## src/rtl/control_unit_seq.sv

```systemverilog
// Hardwired Moore sequencer for the 32-bit bus datapath: fetch T0-T2, DECODE, execute T3-T6.
// Latency: one control step per Clock; strobes are registered and take effect the cycle the state is entered.
// Backpressure: Stop parks the machine in HOLD only when T0 would be entered; HALT is left only by Reset_n.
module control_unit_seq #(
  parameter int OPW   = 5,
  parameter int RSELW = 4
) (
  input  logic             Clock,
  input  logic             Reset_n,
  input  logic [31:0]      IR,
  input  logic             Stop,
  output logic             PCout,
  output logic             MARin,
  output logic             IncPC,
  output logic             PCin,
  output logic             Read,
  output logic             MDRin,
  output logic             MDRout,
  output logic             IRin,
  output logic             Yin,
  output logic             Zin,
  output logic             ZLOout,
  output logic             ZHIout,
  output logic             HIin,
  output logic             LOin,
  output logic             HIout,
  output logic             LOout,
  output logic             Cout,
  output logic             Rout,
  output logic [RSELW-1:0] rout_sel,
  output logic             Rin,
  output logic [RSELW-1:0] rin_sel,
  output logic [OPW-1:0]   alu_op,
  output logic             Run,
  output logic             illegal_op,
  output logic [4:0]       state
);

  typedef enum logic [4:0] {
    S_RESET = 5'd0,
    S_T0    = 5'd1,
    S_T1    = 5'd2,
    S_T2    = 5'd3,
    S_DEC   = 5'd4,
    S_T3    = 5'd5,
    S_T4    = 5'd6,
    S_T5    = 5'd7,
    S_T6    = 5'd8,
    S_HOLD  = 5'd9,
    S_HALT  = 5'd10
  } state_t;

  // Instruction classes sharing one execute step pattern.
  typedef enum logic [2:0] {
    K_R, K_IMM, K_MD, K_UN, K_MF, K_NOP, K_HALT, K_ILL
  } klass_t;

  typedef struct packed {
    logic             pc_out;
    logic             mar_in;
    logic             inc_pc;
    logic             pc_in;
    logic             read;
    logic             mdr_in;
    logic             mdr_out;
    logic             ir_in;
    logic             y_in;
    logic             z_in;
    logic             zlo_out;
    logic             zhi_out;
    logic             hi_in;
    logic             lo_in;
    logic             hi_out;
    logic             lo_out;
    logic             c_out;
    logic             r_out;
    logic [RSELW-1:0] rout_sel;
    logic             r_in;
    logic [RSELW-1:0] rin_sel;
    logic [OPW-1:0]   alu_op;
    logic             run;
  } ctl_t;

  state_t           cur;
  state_t           nxt;
  ctl_t             ctl;
  klass_t           klass;
  logic [OPW-1:0]   op;
  logic [RSELW-1:0] ra;
  logic [RSELW-1:0] rb;
  logic [RSELW-1:0] rc;
  logic             ir_unused;

  assign op        = IR[31 -: OPW];
  assign ra        = IR[26 -: RSELW];
  assign rb        = IR[22 -: RSELW];
  assign rc        = IR[18 -: RSELW];
  assign ir_unused = ^IR[14:0];

  function automatic klass_t classify(input logic [OPW-1:0] o);
    if (o inside {[5'd3:5'd11]})       return K_R;
    if (o inside {[5'd12:5'd14]})      return K_IMM;
    if (o inside {5'd15, 5'd16})       return K_MD;
    if (o inside {5'd17, 5'd18})       return K_UN;
    if (o inside {5'd24, 5'd25})       return K_MF;
    if (o == 5'd26)                    return K_NOP;
    if (o == 5'd27)                    return K_HALT;
    return K_ILL;
  endfunction

  // Strobe set for a given step; only one bus source is ever driven per step.
  function automatic ctl_t ctl_for(input state_t s, input klass_t k, input logic [OPW-1:0] o,
                                   input logic [RSELW-1:0] a, input logic [RSELW-1:0] b,
                                   input logic [RSELW-1:0] cs);
    ctl_t c;
    c = '0;
    case (s)
      S_T0: begin
        c.run = 1'b1; c.pc_out = 1'b1; c.mar_in = 1'b1; c.inc_pc = 1'b1; c.z_in = 1'b1;
      end
      S_T1: begin
        c.run = 1'b1; c.zlo_out = 1'b1; c.pc_in = 1'b1; c.read = 1'b1; c.mdr_in = 1'b1;
      end
      S_T2: begin
        c.run = 1'b1; c.mdr_out = 1'b1; c.ir_in = 1'b1;
      end
      S_DEC: c.run = 1'b1;
      S_T3: begin
        c.run = 1'b1;
        case (k)
          K_R, K_IMM: begin c.r_out = 1'b1; c.rout_sel = b; c.y_in = 1'b1; end
          K_MD:       begin c.r_out = 1'b1; c.rout_sel = a; c.y_in = 1'b1; end
          K_UN:       begin c.r_out = 1'b1; c.rout_sel = b; c.z_in = 1'b1; c.alu_op = o; end
          K_MF: begin
            // mfhi is 11000, mflo is 11001: bit 0 picks the source.
            c.hi_out = ~o[0]; c.lo_out = o[0]; c.r_in = 1'b1; c.rin_sel = a;
          end
          default: ;
        endcase
      end
      S_T4: begin
        c.run = 1'b1;
        case (k)
          K_R:   begin c.r_out = 1'b1; c.rout_sel = cs; c.z_in = 1'b1; c.alu_op = o; end
          K_IMM: begin c.c_out = 1'b1; c.z_in = 1'b1; c.alu_op = o; end
          K_MD:  begin c.r_out = 1'b1; c.rout_sel = b; c.z_in = 1'b1; c.alu_op = o; end
          K_UN:  begin c.zlo_out = 1'b1; c.r_in = 1'b1; c.rin_sel = a; end
          default: ;
        endcase
      end
      S_T5: begin
        c.run = 1'b1;
        case (k)
          K_R, K_IMM: begin c.zlo_out = 1'b1; c.r_in = 1'b1; c.rin_sel = a; end
          K_MD:       begin c.zlo_out = 1'b1; c.lo_in = 1'b1; end
          default: ;
        endcase
      end
      S_T6: begin
        c.run = 1'b1; c.zhi_out = 1'b1; c.hi_in = 1'b1;
      end
      default: ;
    endcase
    return c;
  endfunction

  assign klass = classify(op);

  // Step sequencing; every path that would land in T0 diverts to HOLD while Stop is high.
  always_comb begin
    state_t entry;
    entry = Stop ? S_HOLD : S_T0;
    nxt   = cur;
    case (cur)
      S_RESET: nxt = entry;
      S_T0:    nxt = S_T1;
      S_T1:    nxt = S_T2;
      S_T2:    nxt = S_DEC;
      S_DEC: begin
        case (klass)
          K_NOP, K_ILL: nxt = entry;
          K_HALT:       nxt = S_HALT;
          default:      nxt = S_T3;
        endcase
      end
      S_T3:    nxt = (klass == K_MF) ? entry : S_T4;
      S_T4:    nxt = (klass == K_UN) ? entry : S_T5;
      S_T5:    nxt = (klass == K_MD) ? S_T6 : entry;
      S_T6:    nxt = entry;
      S_HOLD:  nxt = Stop ? S_HOLD : S_T0;
      S_HALT:  nxt = S_HALT;
      default: nxt = S_RESET;
    endcase
  end

  // State and registered strobes; reset clears both without waiting for a clock edge.
  always_ff @(posedge Clock or negedge Reset_n) begin
    if (!Reset_n) begin
      cur <= S_RESET;
      ctl <= '0;
    end else begin
      cur <= nxt;
      ctl <= ctl_for(nxt, klass, op, ra, rb, rc);
    end
  end

  // IR is only loaded on the T2->DECODE edge, so the illegal flag must look at IR during DECODE itself.
  assign illegal_op = (cur == S_DEC) && (klass == K_ILL);

  assign PCout    = ctl.pc_out;
  assign MARin    = ctl.mar_in;
  assign IncPC    = ctl.inc_pc;
  assign PCin     = ctl.pc_in;
  assign Read     = ctl.read;
  assign MDRin    = ctl.mdr_in;
  assign MDRout   = ctl.mdr_out;
  assign IRin     = ctl.ir_in;
  assign Yin      = ctl.y_in;
  assign Zin      = ctl.z_in;
  assign ZLOout   = ctl.zlo_out;
  assign ZHIout   = ctl.zhi_out;
  assign HIin     = ctl.hi_in;
  assign LOin     = ctl.lo_in;
  assign HIout    = ctl.hi_out;
  assign LOout    = ctl.lo_out;
  assign Cout     = ctl.c_out;
  assign Rout     = ctl.r_out;
  assign rout_sel = ctl.rout_sel;
  assign Rin      = ctl.r_in;
  assign rin_sel  = ctl.rin_sel;
  assign alu_op   = ctl.alu_op;
  assign Run      = ctl.run;
  assign state    = cur;

endmodule

```

## config.mk

```make
export PLATFORM = sky130hd
export DESIGN_NAME = control_unit_seq
export DESIGN_NICKNAME = d
export VERILOG_FILES = /design/src/rtl/control_unit_seq.sv
export SDC_FILE = /design/constraint.sdc
export NUM_CORES = 1
export LEC_CHECK = 0
export BUFFER_PORTS_ARGS = -buffer_cell sky130_fd_sc_hd__buf_4
export CAP_MARGIN = 40
export CORE_MARGIN = 1.5
export CORE_UTILIZATION = 35
export DETAILED_ROUTE_END_ITERATION = 7
export GPL_TIMING_DRIVEN = 0
export PLACE_DENSITY_LB_ADDON = 0.12
export SLEW_MARGIN = 10
export SYNTH_ARGS = -nofsm -noshare
export SYNTH_HDL_FRONTEND = slang
export SYNTH_SLANG_ARGS = --single-unit
```

## constraint.sdc

```tcl
create_clock -name Clock -period 2.6 [get_ports Clock]
set_clock_uncertainty 0.2 [all_clocks]
set_input_delay 0.52 -clock Clock [delete_from_list [all_inputs] [get_ports Clock]]
set_output_delay 0.52 -clock Clock [all_outputs]
set_load 0.1 [all_outputs]
```

==> impl_metrics.json <==
{
  "p_clk_frac": 0.186,
  "hpwl_um": 2980,
  "synthTopCellsByArea": "dfrtp_1, a21oi_1, a22oi_1, buf_4, and2_1",
  "grt_pass1_wl_um": 6740,
  "gr-total-overflow": 0,
  "path_cells": "buf_2 > nor2b_1 > buf_2 > nand3_2 > a21oi_4 > buf_12",
  "setup.worst_path.end_class": "primary output",
  "slowest_delay_ns": 0.47,
  "synth_largest_area_cell": "dfrtp_1",
  "die_w_um": 71.0,
  "path_buf_inv": 3,
  "numPortBuffers": 54,
  "finalCriticalPeriod_ns": 2.46,
  "cts_buffer_depth": 2,
  "chipHeight_um": 71.0,
  "power_switching_share": 0.527,
  "cts_made_buffers": 5,
  "drt_wl_total_um": 4050,
  "power_density_nw_per_um2": 1160,
  "fin_nets": 272,
  "synth_area_um2": 1620,
  "drive_gt1_frac": 0.378,
  "firstDrtPassIters": 4,
  "antenna_cells": 0,
  "path_clk_slew_ns": 0.06,
  "setup_viol": 0,
  "required_ns": 1.88,
  "synthMuxAreaShare": 0,
  "grt_antenna_before_repair": 0,
  "seqPwrFrac": 0.234,
  "root_buffer": "clkbuf_8",
  "yosysWarnings": 0,
  "p_int_w": 0.00124,
  "wl_per_cell_um": 14.0,
  "post_cts_buffers": 0,
  "maxSlewHeadroom": 0.609,
  "ys_async_sr_fraction": 1.00,
  "htree_levels": 2,
  "ys.flop_type": "dfrtp_1",
  "clock_sinks": 31,
  "die_area_um2": 5050,
  "synthTopCellsByCount": "dfrtp_1, a21oi_1, nor2_1",
  "hp-class": "in -> reg",
  "hold_viol_final": 0,
  "synthSimpleGateAreaFrac": 0.231,
  "layout_setup_ws_ns": 0.141,
  "yosysSeqAreaShare": 0.479,
  "core_area_um2": 4410,
  "globalplace.congestion": 0.909,
  "syn_inst": 175,
  "insertion_delay_ns": 0.28,
  "vias_per_cell": 5.13,
  "start_util": 0.367,
  "grt.total_usage": 0.172,
  "worstMarginPinSlew_ns": 0.580,
  "hold_ws_ns": 0.248,
  "place_inst": 281,
  "arrival_ns": 1.74,
  "fmax_mhz": 407,
  "synth-adder-area-share": 0,
  "startpoint_type": "flip-flop",
  "synth_top_area_frac": 0.479,
  "synth_most_common_cell": "dfrtp_1",
  "comb_power_share": 0.580,
  "drv_cap": 0,
  "drt-initial-drc-count": 118,
  "yosys.cell_types.count": 41,
  "period_share": 0.946,
  "cp_max_fo": 10,
  "dr_total_vias": 1487,
  "place_ws_ns": -0.0311,
  "power.switching_w": 0.00138,
  "cp_top_family": "buffers and inverters",
  "vdd_drop_max_v": 0.000391,
  "synth_edf_count": 0,
  "outcome": "finished clean",
  "rows": 24,
  "postRouteAntennaNets": 0,
  "cts_tree": "built",
  "grt_max_degree": 32,
  "crit_top_cell": "buf_2",
  "cp_slowest_cell": "dfrtp_4",
  "min_from": "IR[27]",
  "synth_xor_area_frac": 0.00541,
  "report.final.slew_viol_count": 0,
  "first_global_vias": 1373,
  "rsz0062_at_grt": "no",
  "ys_ff_latch": 31,
  "stdcell_count": 290,
  "final_util": 0.511,
  "startpoint": "state[3]",
  "r2r_start": "state[3]",
  "leakagePower_nw": 1.09,
  "setup-tns-final_ns": 0,
  "drc_errors": 0,
  "synth.net_count": 210,
  "io_pins": 74,
  "worstSetupPathType": "reg -> out",
  "synthToLayoutAreaGrowth_pct": 39.2,
  "avgSynthCellArea_um2": 9.26,
  "synth_top_family_by_area": "simple AND/OR/NAND/NOR gates",
  "synth_compound_area_frac": 0.195
}
## power by group through the flow
| stage | clock (W) | sequential, W | combinational [W] |
|---|---|---|---|
| after detailed placement | 0 | 0.000624 | 0.00151 |
| after global placement | 0 | 0.000622 | 0.00151 |
| after CTS | 0.000502 | 0.000615 | 0.00151 |
| final | 0.000488 | 0.000615 | 0.00152 |
| after global routing | 0.000530 | 0.000628 | 0.00160 |
| after floorplan | 0 | 0.00119 | 0.000634 |
## timing repair
action                                 4_1_cts  5_1_grt
hold buffers                                 1        0
setup endpoints to repair                    1        1
pin swaps                                    0        0
endpoints found under the hold margin       31        0
cloned                                       0        0
gates resized for setup                      1        4
## cell type report
class	count	area, µm²
plain buffers	20	120
clock buffers	6	82.6
clock inverters	2	35.0
fillers	425	2160
inverters	6	22.5
multi-input cells	118	719
flip-flops and latches	31	783
well taps	52	65.1
repair buffers	55	428
## routing by layer
layer / up-vias / track usage / wire [µm]
met2: 54 / 0.251 / 1900
li1: 737 / - / -
met4: 0 / 0.0755 / 72
met3: 5 / 0.0399 / 238
met5: - / 0 / 0
met1: 691 / 0.243 / 1840
## cells by family (layout without fill, tap and decap cells)
family,count (synthesis),count (layout)
AO/OA/AOI/OAI,49,49
XOR/XNOR,1,1
buffers and inverters,26,89
flip-flops,31,31
other,1,1
AND/OR/NAND/NOR,67,67
## cell usage in the layout (no fill, tap or decap), types with 8 or more instances in the layout
| cell type | instances |
|---|---|
| nor2_1 | 12 |
| o21ai_0 | 11 |
| a21oi_1 | 11 |
| and2_1 | 9 |
| dfrtp_1 | 27 |
| nand2_1 | 10 |
| buf_4 | 61 |
| a22oi_1 | 8 |
## path summary, 6_finish.rpt
check                             end  slack, ns  cells after the start
max in group asynchronous    state[3]       1.38                      2
min                             HIout       0.25                      2
min in group asynchronous   alu_op[1]       0.51                      2
max                        illegal_op       0.14                      6
min reg2reg                      IRin       0.36                      1
max reg2reg                       Zin       0.28                      6
## registers in the layout, indices dropped and copies added (netlist names), 4 cells and up
signal and cells:
rin_sel 4, state 4, rout_sel 4, alu_op 5
## metrics by stage
stage          total power (W)  area [µm²]
6_report               0.00262        2260
5_1_grt                0.00276        2260
4_1_cts                0.00263        2240
3_5_place_dp           0.00213        2110
3_3_place_gp           0.00213        2110
2_1_floorplan          0.00183        1640
Note: power is estimated with default switching activity, not from simulation.
